## config.mk

```make
export PLATFORM = sky130hd
export DESIGN_NAME = sha_job_scheduler
export DESIGN_NICKNAME = d
export VERILOG_FILES = /design/src/rtl/sha_sched_pkg.sv /design/src/rtl/sha_job_fifo.sv /design/src/rtl/sha_job_scheduler.sv
export SDC_FILE = /design/constraint.sdc
export NUM_CORES = 1
export LEC_CHECK = 0
export BUFFER_PORTS_ARGS = -buffer_cell sky130_fd_sc_hd__buf_2
export CAP_MARGIN = 20
export CORE_ASPECT_RATIO = 1.5
export CORE_MARGIN = 2
export CORE_UTILIZATION = 55
export CTS_CLUSTER_SIZE = 12
export DETAILED_ROUTE_END_ITERATION = 8
export GPL_TIMING_DRIVEN = 0
export HOLD_SLACK_MARGIN = 0.06
export PLACE_DENSITY = 0.75
export SLEW_MARGIN = 15
export SYNTH_ARGS = -nofsm -noshare
export SYNTH_HDL_FRONTEND = slang
export SYNTH_HIERARCHICAL = 1
export SYNTH_SLANG_ARGS = --single-unit
```

## constraint.sdc

```tcl
create_clock -name clk -period 3.8 [get_ports clk]
set_input_delay 0.95 -clock clk [delete_from_list [all_inputs] [get_ports clk]]
set_output_delay 0.95 -clock clk [all_outputs]
set_load 0.1 [all_outputs]
```

## src/rtl/sha_sched_pkg.sv

```systemverilog
// sha_sched_pkg
// Shared types and default widths for the SHA-256 job scheduler.
// The job struct below is sized with the default widths; the scheduler
// builds its own job type from its actual parameters.

package sha_sched_pkg;

    localparam int unsigned DEF_FIFO_DEPTH     = 32'd4;
    localparam int unsigned DEF_ADDR_W         = 32'd16;
    localparam int unsigned DEF_TAG_W          = 32'd4;
    localparam int unsigned DEF_TIMEOUT_CYCLES = 32'd1024;

    typedef enum logic [2:0] {
        S_IDLE      = 3'd0,
        S_LAUNCH    = 3'd1,
        S_WAIT_BUSY = 3'd2,
        S_WAIT_DONE = 3'd3,
        S_REPORT    = 3'd4
    } sched_state_t;

    typedef struct packed {
        logic [DEF_ADDR_W-1:0] msg;
        logic [DEF_ADDR_W-1:0] out;
        logic [DEF_TAG_W-1:0]  tag;
    } sha_job_t;

endpackage

```

## src/rtl/sha_job_fifo.sv

```systemverilog
// sha_job_fifo
// Small synchronous FIFO of jobs. The head entry is presented
// combinationally on rdata; count is registered and full/empty derive from
// it, so they only change on a clock edge. Pushes into a full FIFO and pops
// from an empty FIFO are ignored.

module sha_job_fifo
    import sha_sched_pkg::*;
#(
    parameter int unsigned DEPTH = DEF_FIFO_DEPTH,
    parameter type         T     = sha_job_t
) (
    input  logic                     clk,
    input  logic                     reset,
    input  logic                     push,
    input  logic                     pop,
    input  T                         wdata,
    output T                         rdata,
    output logic [$clog2(DEPTH):0]   count,
    output logic                     full,
    output logic                     empty
);

    localparam int unsigned PW = $clog2(DEPTH);
    localparam int unsigned CW = PW + 1;

    T               mem_r [DEPTH];
    logic [PW-1:0]  wr_ptr_r;
    logic [PW-1:0]  rd_ptr_r;
    logic [CW-1:0]  count_r;
    logic           full_s;
    logic           empty_s;
    logic           do_push_s;
    logic           do_pop_s;

    // Qualify push/pop against the registered occupancy.
    always_comb begin
        full_s    = (count_r == CW'(DEPTH));
        empty_s   = (count_r == {CW{1'b0}});
        do_push_s = push && !full_s;
        do_pop_s  = pop && !empty_s;
    end

    // Entry storage; contents need no reset because the pointers define validity.
    always_ff @(posedge clk) begin
        if (do_push_s) begin
            mem_r[wr_ptr_r] <= wdata;
        end
    end

    // Pointers wrap naturally because DEPTH is a power of two.
    always_ff @(posedge clk) begin
        if (reset) begin
            wr_ptr_r <= {PW{1'b0}};
            rd_ptr_r <= {PW{1'b0}};
            count_r  <= {CW{1'b0}};
        end else begin
            if (do_push_s) begin
                wr_ptr_r <= wr_ptr_r + PW'(1);
            end
            if (do_pop_s) begin
                rd_ptr_r <= rd_ptr_r + PW'(1);
            end
            case ({do_push_s, do_pop_s})
                2'b10:   count_r <= count_r + CW'(1);
                2'b01:   count_r <= count_r - CW'(1);
                default: count_r <= count_r;
            endcase
        end
    end

    assign rdata = mem_r[rd_ptr_r];
    assign count = count_r;
    assign full  = full_s;
    assign empty = empty_s;

endmodule

```

## src/rtl/sha_job_scheduler.sv

```systemverilog
// sha_job_scheduler
// Buffers SHA-256 jobs and runs them one at a time on a single hash core.
// Jobs arrive on a valid/ready request port, wait in sha_job_fifo, are
// launched with a one-cycle core_start pulse once the core reports done,
// and are retired on a valid/ready completion port carrying the job tag.
// Optional build macro SHA_SCHED_TIMEOUT_EN adds a watchdog that retires a
// job with cpl_err = 1 after TIMEOUT_CYCLES cycles of waiting on the core.

module sha_job_scheduler
    import sha_sched_pkg::*;
#(
    parameter int unsigned FIFO_DEPTH     = DEF_FIFO_DEPTH,
    parameter int unsigned ADDR_W         = DEF_ADDR_W,
    parameter int unsigned TAG_W          = DEF_TAG_W,
    parameter int unsigned TIMEOUT_CYCLES = DEF_TIMEOUT_CYCLES
) (
    input  logic                          clk,
    input  logic                          reset,
    input  logic                          req_valid,
    output logic                          req_ready,
    input  logic [ADDR_W-1:0]             req_msg_addr,
    input  logic [ADDR_W-1:0]             req_out_addr,
    input  logic [TAG_W-1:0]              req_tag,
    output logic                          core_start,
    output logic [ADDR_W-1:0]             core_message_addr,
    output logic [ADDR_W-1:0]             core_output_addr,
    input  logic                          core_done,
    output logic                          cpl_valid,
    input  logic                          cpl_ready,
    output logic [TAG_W-1:0]              cpl_tag,
    output logic                          cpl_err,
    output logic                          busy,
    output logic [$clog2(FIFO_DEPTH):0]   queue_count
);

    localparam int unsigned CW = $clog2(FIFO_DEPTH) + 1;

    typedef struct packed {
        logic [ADDR_W-1:0] msg;
        logic [ADDR_W-1:0] out;
        logic [TAG_W-1:0]  tag;
    } job_t;

    sched_state_t     state_r;
    job_t             job_r;
    job_t             req_job_s;
    job_t             head_s;
    logic             push_s;
    logic             pop_s;
    logic             fifo_full_s;
    logic             fifo_empty_s;
    logic [CW-1:0]    count_s;
    logic             timeout_hit_s;
    logic             core_start_r;
    logic             cpl_valid_r;
    logic             cpl_err_r;
    logic [TAG_W-1:0] cpl_tag_r;
    logic             busy_r;

    // Request acceptance and launch decision; a full queue never takes a push.
    always_comb begin
        req_job_s.msg = req_msg_addr;
        req_job_s.out = req_out_addr;
        req_job_s.tag = req_tag;
        push_s        = req_valid && !fifo_full_s;
        pop_s         = (state_r == S_IDLE) && !fifo_empty_s && core_done;
    end

    sha_job_fifo #(
        .DEPTH (FIFO_DEPTH),
        .T     (job_t)
    ) u_fifo (
        .clk   (clk),
        .reset (reset),
        .push  (push_s),
        .pop   (pop_s),
        .wdata (req_job_s),
        .rdata (head_s),
        .count (count_s),
        .full  (fifo_full_s),
        .empty (fifo_empty_s)
    );

`ifdef SHA_SCHED_TIMEOUT_EN
    localparam int unsigned TW = $clog2(TIMEOUT_CYCLES + 1);

    logic [TW-1:0] wd_cnt_r;

    // Watchdog counter: cleared in S_LAUNCH, counts while waiting on the core.
    always_ff @(posedge clk) begin
        if (reset) begin
            wd_cnt_r <= {TW{1'b0}};
        end else begin
            case (state_r)
                S_LAUNCH:    wd_cnt_r <= {TW{1'b0}};
                S_WAIT_BUSY,
                S_WAIT_DONE: wd_cnt_r <= wd_cnt_r + TW'(1);
                default:     wd_cnt_r <= wd_cnt_r;
            endcase
        end
    end

    // The counter reaches TIMEOUT_CYCLES on the edge that ends this cycle.
    always_comb begin
        if ((state_r == S_WAIT_BUSY) || (state_r == S_WAIT_DONE)) begin
            timeout_hit_s = (wd_cnt_r == TW'(TIMEOUT_CYCLES - 1));
        end else begin
            timeout_hit_s = 1'b0;
        end
    end
`else
    // No watchdog: a hung core is waited on indefinitely. TIMEOUT_CYCLES is
    // folded in only so both builds share one parameter list.
    always_comb begin
        timeout_hit_s = 1'b0 & (TIMEOUT_CYCLES == 32'd0);
    end
`endif

    // Job sequencing FSM; every output it drives is registered.
    always_ff @(posedge clk) begin
        if (reset) begin
            state_r      <= S_IDLE;
            job_r        <= '0;
            core_start_r <= 1'b0;
            cpl_valid_r  <= 1'b0;
            cpl_err_r    <= 1'b0;
            cpl_tag_r    <= {TAG_W{1'b0}};
            busy_r       <= 1'b0;
        end else begin
            case (state_r)
                S_IDLE: begin
                    if (pop_s) begin
                        state_r      <= S_LAUNCH;
                        job_r        <= head_s;
                        core_start_r <= 1'b1;
                        busy_r       <= 1'b1;
                    end else begin
                        state_r      <= S_IDLE;
                        core_start_r <= 1'b0;
                        busy_r       <= 1'b0;
                    end
                end
                S_LAUNCH: begin
                    state_r      <= S_WAIT_BUSY;
                    core_start_r <= 1'b0;
                end
                S_WAIT_BUSY: begin
                    if (!core_done) begin
                        state_r <= S_WAIT_DONE;
                    end else if (timeout_hit_s) begin
                        state_r     <= S_REPORT;
                        cpl_valid_r <= 1'b1;
                        cpl_err_r   <= 1'b1;
                        cpl_tag_r   <= job_r.tag;
                    end else begin
                        state_r <= S_WAIT_BUSY;
                    end
                end
                S_WAIT_DONE: begin
                    if (core_done) begin
                        state_r     <= S_REPORT;
                        cpl_valid_r <= 1'b1;
                        cpl_err_r   <= 1'b0;
                        cpl_tag_r   <= job_r.tag;
                    end else if (timeout_hit_s) begin
                        state_r     <= S_REPORT;
                        cpl_valid_r <= 1'b1;
                        cpl_err_r   <= 1'b1;
                        cpl_tag_r   <= job_r.tag;
                    end else begin
                        state_r <= S_WAIT_DONE;
                    end
                end
                S_REPORT: begin
                    if (cpl_ready) begin
                        state_r     <= S_IDLE;
                        cpl_valid_r <= 1'b0;
                        cpl_err_r   <= 1'b0;
                        busy_r      <= 1'b0;
                    end else begin
                        state_r <= S_REPORT;
                    end
                end
                default: begin
                    state_r      <= S_IDLE;
                    core_start_r <= 1'b0;
                    cpl_valid_r  <= 1'b0;
                    cpl_err_r    <= 1'b0;
                    busy_r       <= 1'b0;
                end
            endcase
        end
    end

    // Core addresses come straight from the job registers so they stay put
    // for the whole job and between jobs.
    assign core_start        = core_start_r;
    assign core_message_addr = job_r.msg;
    assign core_output_addr  = job_r.out;
    assign cpl_valid         = cpl_valid_r;
    assign cpl_tag           = cpl_tag_r;
    assign cpl_err           = cpl_err_r;
    assign busy              = busy_r;
    assign queue_count       = count_s;
    assign req_ready         = !fifo_full_s;

endmodule

```

==> results.sh <==
export IMPL_path_common_cell="inv_1"
export IMPL_cts_made_buffers=17
export IMPL_synth_edff_count=144
export IMPL_cp_arrival_ps=3130
export IMPL_path_max_fanout=11
export IMPL_drt_iter0_markers=248
export IMPL_clk_latency_ps=420
export IMPL_yosysWarnings=6
export IMPL_port_buffers=82
export IMPL_slowest_delay_ps=480
export IMPL_syn_area_um2=8054
export IMPL_synth_simple_area_share_pct=8.575
export IMPL_grt_pass1_wl_um=22430
export IMPL_rr_worst_depth=13
export IMPL_status="completed"
export IMPL_synth_cells=476
export IMPL_worst_hold_startpoint="core_output_addr[2]"
export IMPL_p_switching_mw=2.329
export IMPL_fp_dieH_um=152.2
export IMPL_nFillCells=1057
export IMPL_grt_antenna_before_repair=2
export IMPL_avgViaCountPerCell=5.212
export IMPL_synth_area_leaders="edfxtp_1 54%, dfxtp_1 14%, mux4_2 8.4%, nand2b_1 5.7%, mux2i_1 4.7%"
export IMPL_hold_path_depth=2
export IMPL_worstHoldEndpoint="core_output_addr[2]"
export IMPL_ios=85
export IMPL_rsz0062_at_grt="no"
export IMPL_peakVddDrop_mv=0.4055
export IMPL_wl_per_cell_um=17.70
export IMPL_initial_core_util_pct=55.70
export IMPL_antenna_left=0
export IMPL_p_seq_share_pct=41.9
export IMPL_tightestPinTransition_ps=560.6
export IMPL_firstDrtPassIters=4
export IMPL_crit_slowest_cell="dfxtp_1"
export IMPL_synthFlopType="edfxtp_1"
export IMPL_post_route_min_period_ps=2770
export IMPL_drt_wl_total_um=14040
export IMPL_min_path_type="reg2reg"
export IMPL_register_area_um2=5425
export IMPL_synthAdderAreaFrac_pct=1.025
export IMPL_coreArea_um2=14460
export IMPL_ff2ff_setup_slack_ps=1030
export IMPL_yosysSeqAreaShare_pct=67.36
export IMPL_pwr_share_comb_pct=32.1
export IMPL_drive_gt1_share_pct=34.51
export IMPL_ctsResizeCount=0
export IMPL_cellPowerDensity_nw_per_um2=697.3
export IMPL_hold_viol=0
export IMPL_numClockSinks=199
export IMPL_ys_types=42
export IMPL_maxCapViolCount=0
export IMPL_drc=0
export IMPL_end_kind="register"
export IMPL_setup_tns_ps=0
export IMPL_yosys_area_top_type="edfxtp_1"
export IMPL_synth_xor_xnor_area_share_pct=0.3262
export IMPL_synth_top_area_share_pct=53.69
export IMPL_synth_top_family_by_area="multiplexers"
export IMPL_switching_share_pct=35.57
export IMPL_crit_path_cell_trace="nor3_2, nor3_4, nand3b_4, clkinv_4, buf_12, o31ai_2, inv_1, ha_1, inv_1, fa_1, xor2_1, or3_1, a21oi_1"
export IMPL_syn_to_final_growth_pct=16.56
export IMPL_multi_input_area_um2=2133
export IMPL_grt_pass1_vias=4404
export IMPL_overflow=0
export IMPL_cts_tree="yes"
export IMPL_cp_required_ps=4160
export IMPL_drv_slew=0
export IMPL_hpwl_um=9431
export IMPL_pwr_share_clk_pct=26.1
export IMPL_r2r_end="u_fifo/count[2]"
export IMPL_cp_start_kind="register"
export IMPL_skew_ps=7.638
export IMPL_setup_violations=0
export IMPL_rows=54
export IMPL_synth_compound_area_share_pct=1.383
export IMPL_crit_start="u_fifo/count[0]"
export IMPL_max_clock_freq_ghz=0.3610
export IMPL_internal_power_mw=4.217
export IMPL_cts_htree_levels=4
export IMPL_die_area_um2=15650
export IMPL_ctsRootBufferMaster="clkbuf_16"
export IMPL_synthArstFlopShare_pct=0
export IMPL_grt_max_degree=26
export IMPL_post_cts_setup_buffers=0
export IMPL_clock_path_buffers=2
export IMPL_clk_pin_slew_ps=70
export IMPL_nets=628
export IMPL_synthMuxAreaShare_pct=15.07
export IMPL_final_common_cell="edfxtp_1"
export IMPL_p_leak_nw=3.406
export IMPL_cts_hold_buf=0
export IMPL_final_cell_mix="144 x edfxtp_1, 87 x buf_2, 74 x nand2b_1"
export IMPL_synth_area_per_cell_um2=16.92
export IMPL_syn_num_nets=523
export IMPL_power_total_mw=6.546
export IMPL_regToRegStartpoint="u_fifo/count[0]"
export IMPL_vias=4133
export IMPL_slew_headroom_pct=62.62
export IMPL_finalCritPeriodShare_pct=72.90
export IMPL_crit_type="reg2reg"
export IMPL_grt_use_total_pct=19.25
export IMPL_die_w_um=102.8
export IMPL_synth_seq_cells=199
export IMPL_gp_congestion=0.7383
==> critical path, delay by kind of cell, from the launching register on <==
family / cells / cell delay (ps)
AO/OA/AOI/OAI: 2 / 220
XOR/XNOR: 1 / 160
adder cells (fa/ha/maj): 2 / 560
buffers and inverters: 4 / 470
flip-flops: 1 / 480
AND/OR/NAND/NOR: 4 / 820
==> metal layers <==
layer / track usage, % / vias up / wire [um]
met5: 0 / - / 0
met4: 8.960 / 0 / 299
met1: 22.58 / 2081 / 5804
li1: - / 1951 / -
met2: 33.05 / 80 / 7471
met3: 4.404 / 21 / 459
==> cell usage after synthesis (all sizes together), types with 5 or more instances <==
master and instances:
edfxtp 144, nand2b 74, dfxtp 55, buf 47, mux2i 38, mux4 36, clkbuf 10, inv 9
o21ai 9, nor2 8, nand3b 7, a21oi 6, ha 5
==> final cells by class <==
cell class | count | area share (%)
clock inverter | 13 | 1.439
timing repair buffer | 86 | 5.305
tap | 196 | 2.612
multi-input combinational | 210 | 22.72
sequential | 199 | 57.79
inverter | 10 | 0.4532
antenna | 3 | 0.07997
buffer | 57 | 4.878
clock buffer | 19 | 4.718
==> per-stage QoR <==
| stage | area, um^2 | cells | hold WS, ps | setup slack [ps] | utilization [%] |
|---|---|---|---|---|---|
| 2_1_floorplan | 8054 | 476 | 449.0 | 553.4 | - |
| 3_3_place_gp | 8710 | 754 | 460.3 | 283.9 | 60.24 |
| 3_5_place_dp | 8802 | 758 | 468.8 | 796.2 | 60.88 |
| 4_1_cts | 9380 | 790 | 479.8 | 1005 | 64.88 |
| 5_1_grt | 9385 | 792 | 489.6 | 873.9 | 64.91 |
| 6_report | 9388 | 793 | 475.3 | 1030 | 64.93 |
==> kinds of logic after synthesis <==
logic type      count (synthesis)
buf+inv                        67
xor+xnor                        3
compound gates                 19
flops                         199
simple gates                  107
other cells                     1
mux                            74
fa+ha+maj                       6
==> power by group through the flow <==
| stage | clock network (mW) | logic (mW) | registers [mW] |
|---|---|---|---|
| finish | 1.71 | 2.10 | 2.74 |
| global route | 1.83 | 2.21 | 2.77 |
| CTS | 1.75 | 2.12 | 2.74 |
| detailed placement | 0 | 2.11 | 2.79 |
| global placement | 0 | 2.05 | 2.78 |
| floorplan | 0 | 1.64 | 2.89 |
==> worst max path at each step <==
stage / end / slack [ps] / depth (start not counted)
2_1_floorplan: u_fifo/count[2] / 550 / 13
3_3_place_gp: u_fifo/mem_r[0][13] / 280 / 5
3_5_place_dp: u_fifo/count[2] / 800 / 12
4_1_cts: u_fifo/count[2] / 1010 / 13
5_1_grt: u_fifo/count[2] / 870 / 13
6_report: u_fifo/count[2] / 1030 / 13
==> sequential cells by signal (all words and copies together), names as in the netlist, named ones only <==
name / cells
busy: 1
core_message_addr: 16
core_output_addr: 16
core_start: 1
cpl_tag: 4
cpl_valid: 1
job_r: 4
state_r: 3
u_fifo/count: 3
u_fifo/mem_r: 144
u_fifo/rd_ptr_r: 2
u_fifo/wr_ptr_r: 2
No activity file was read; power rests on OpenSTA's default activity.
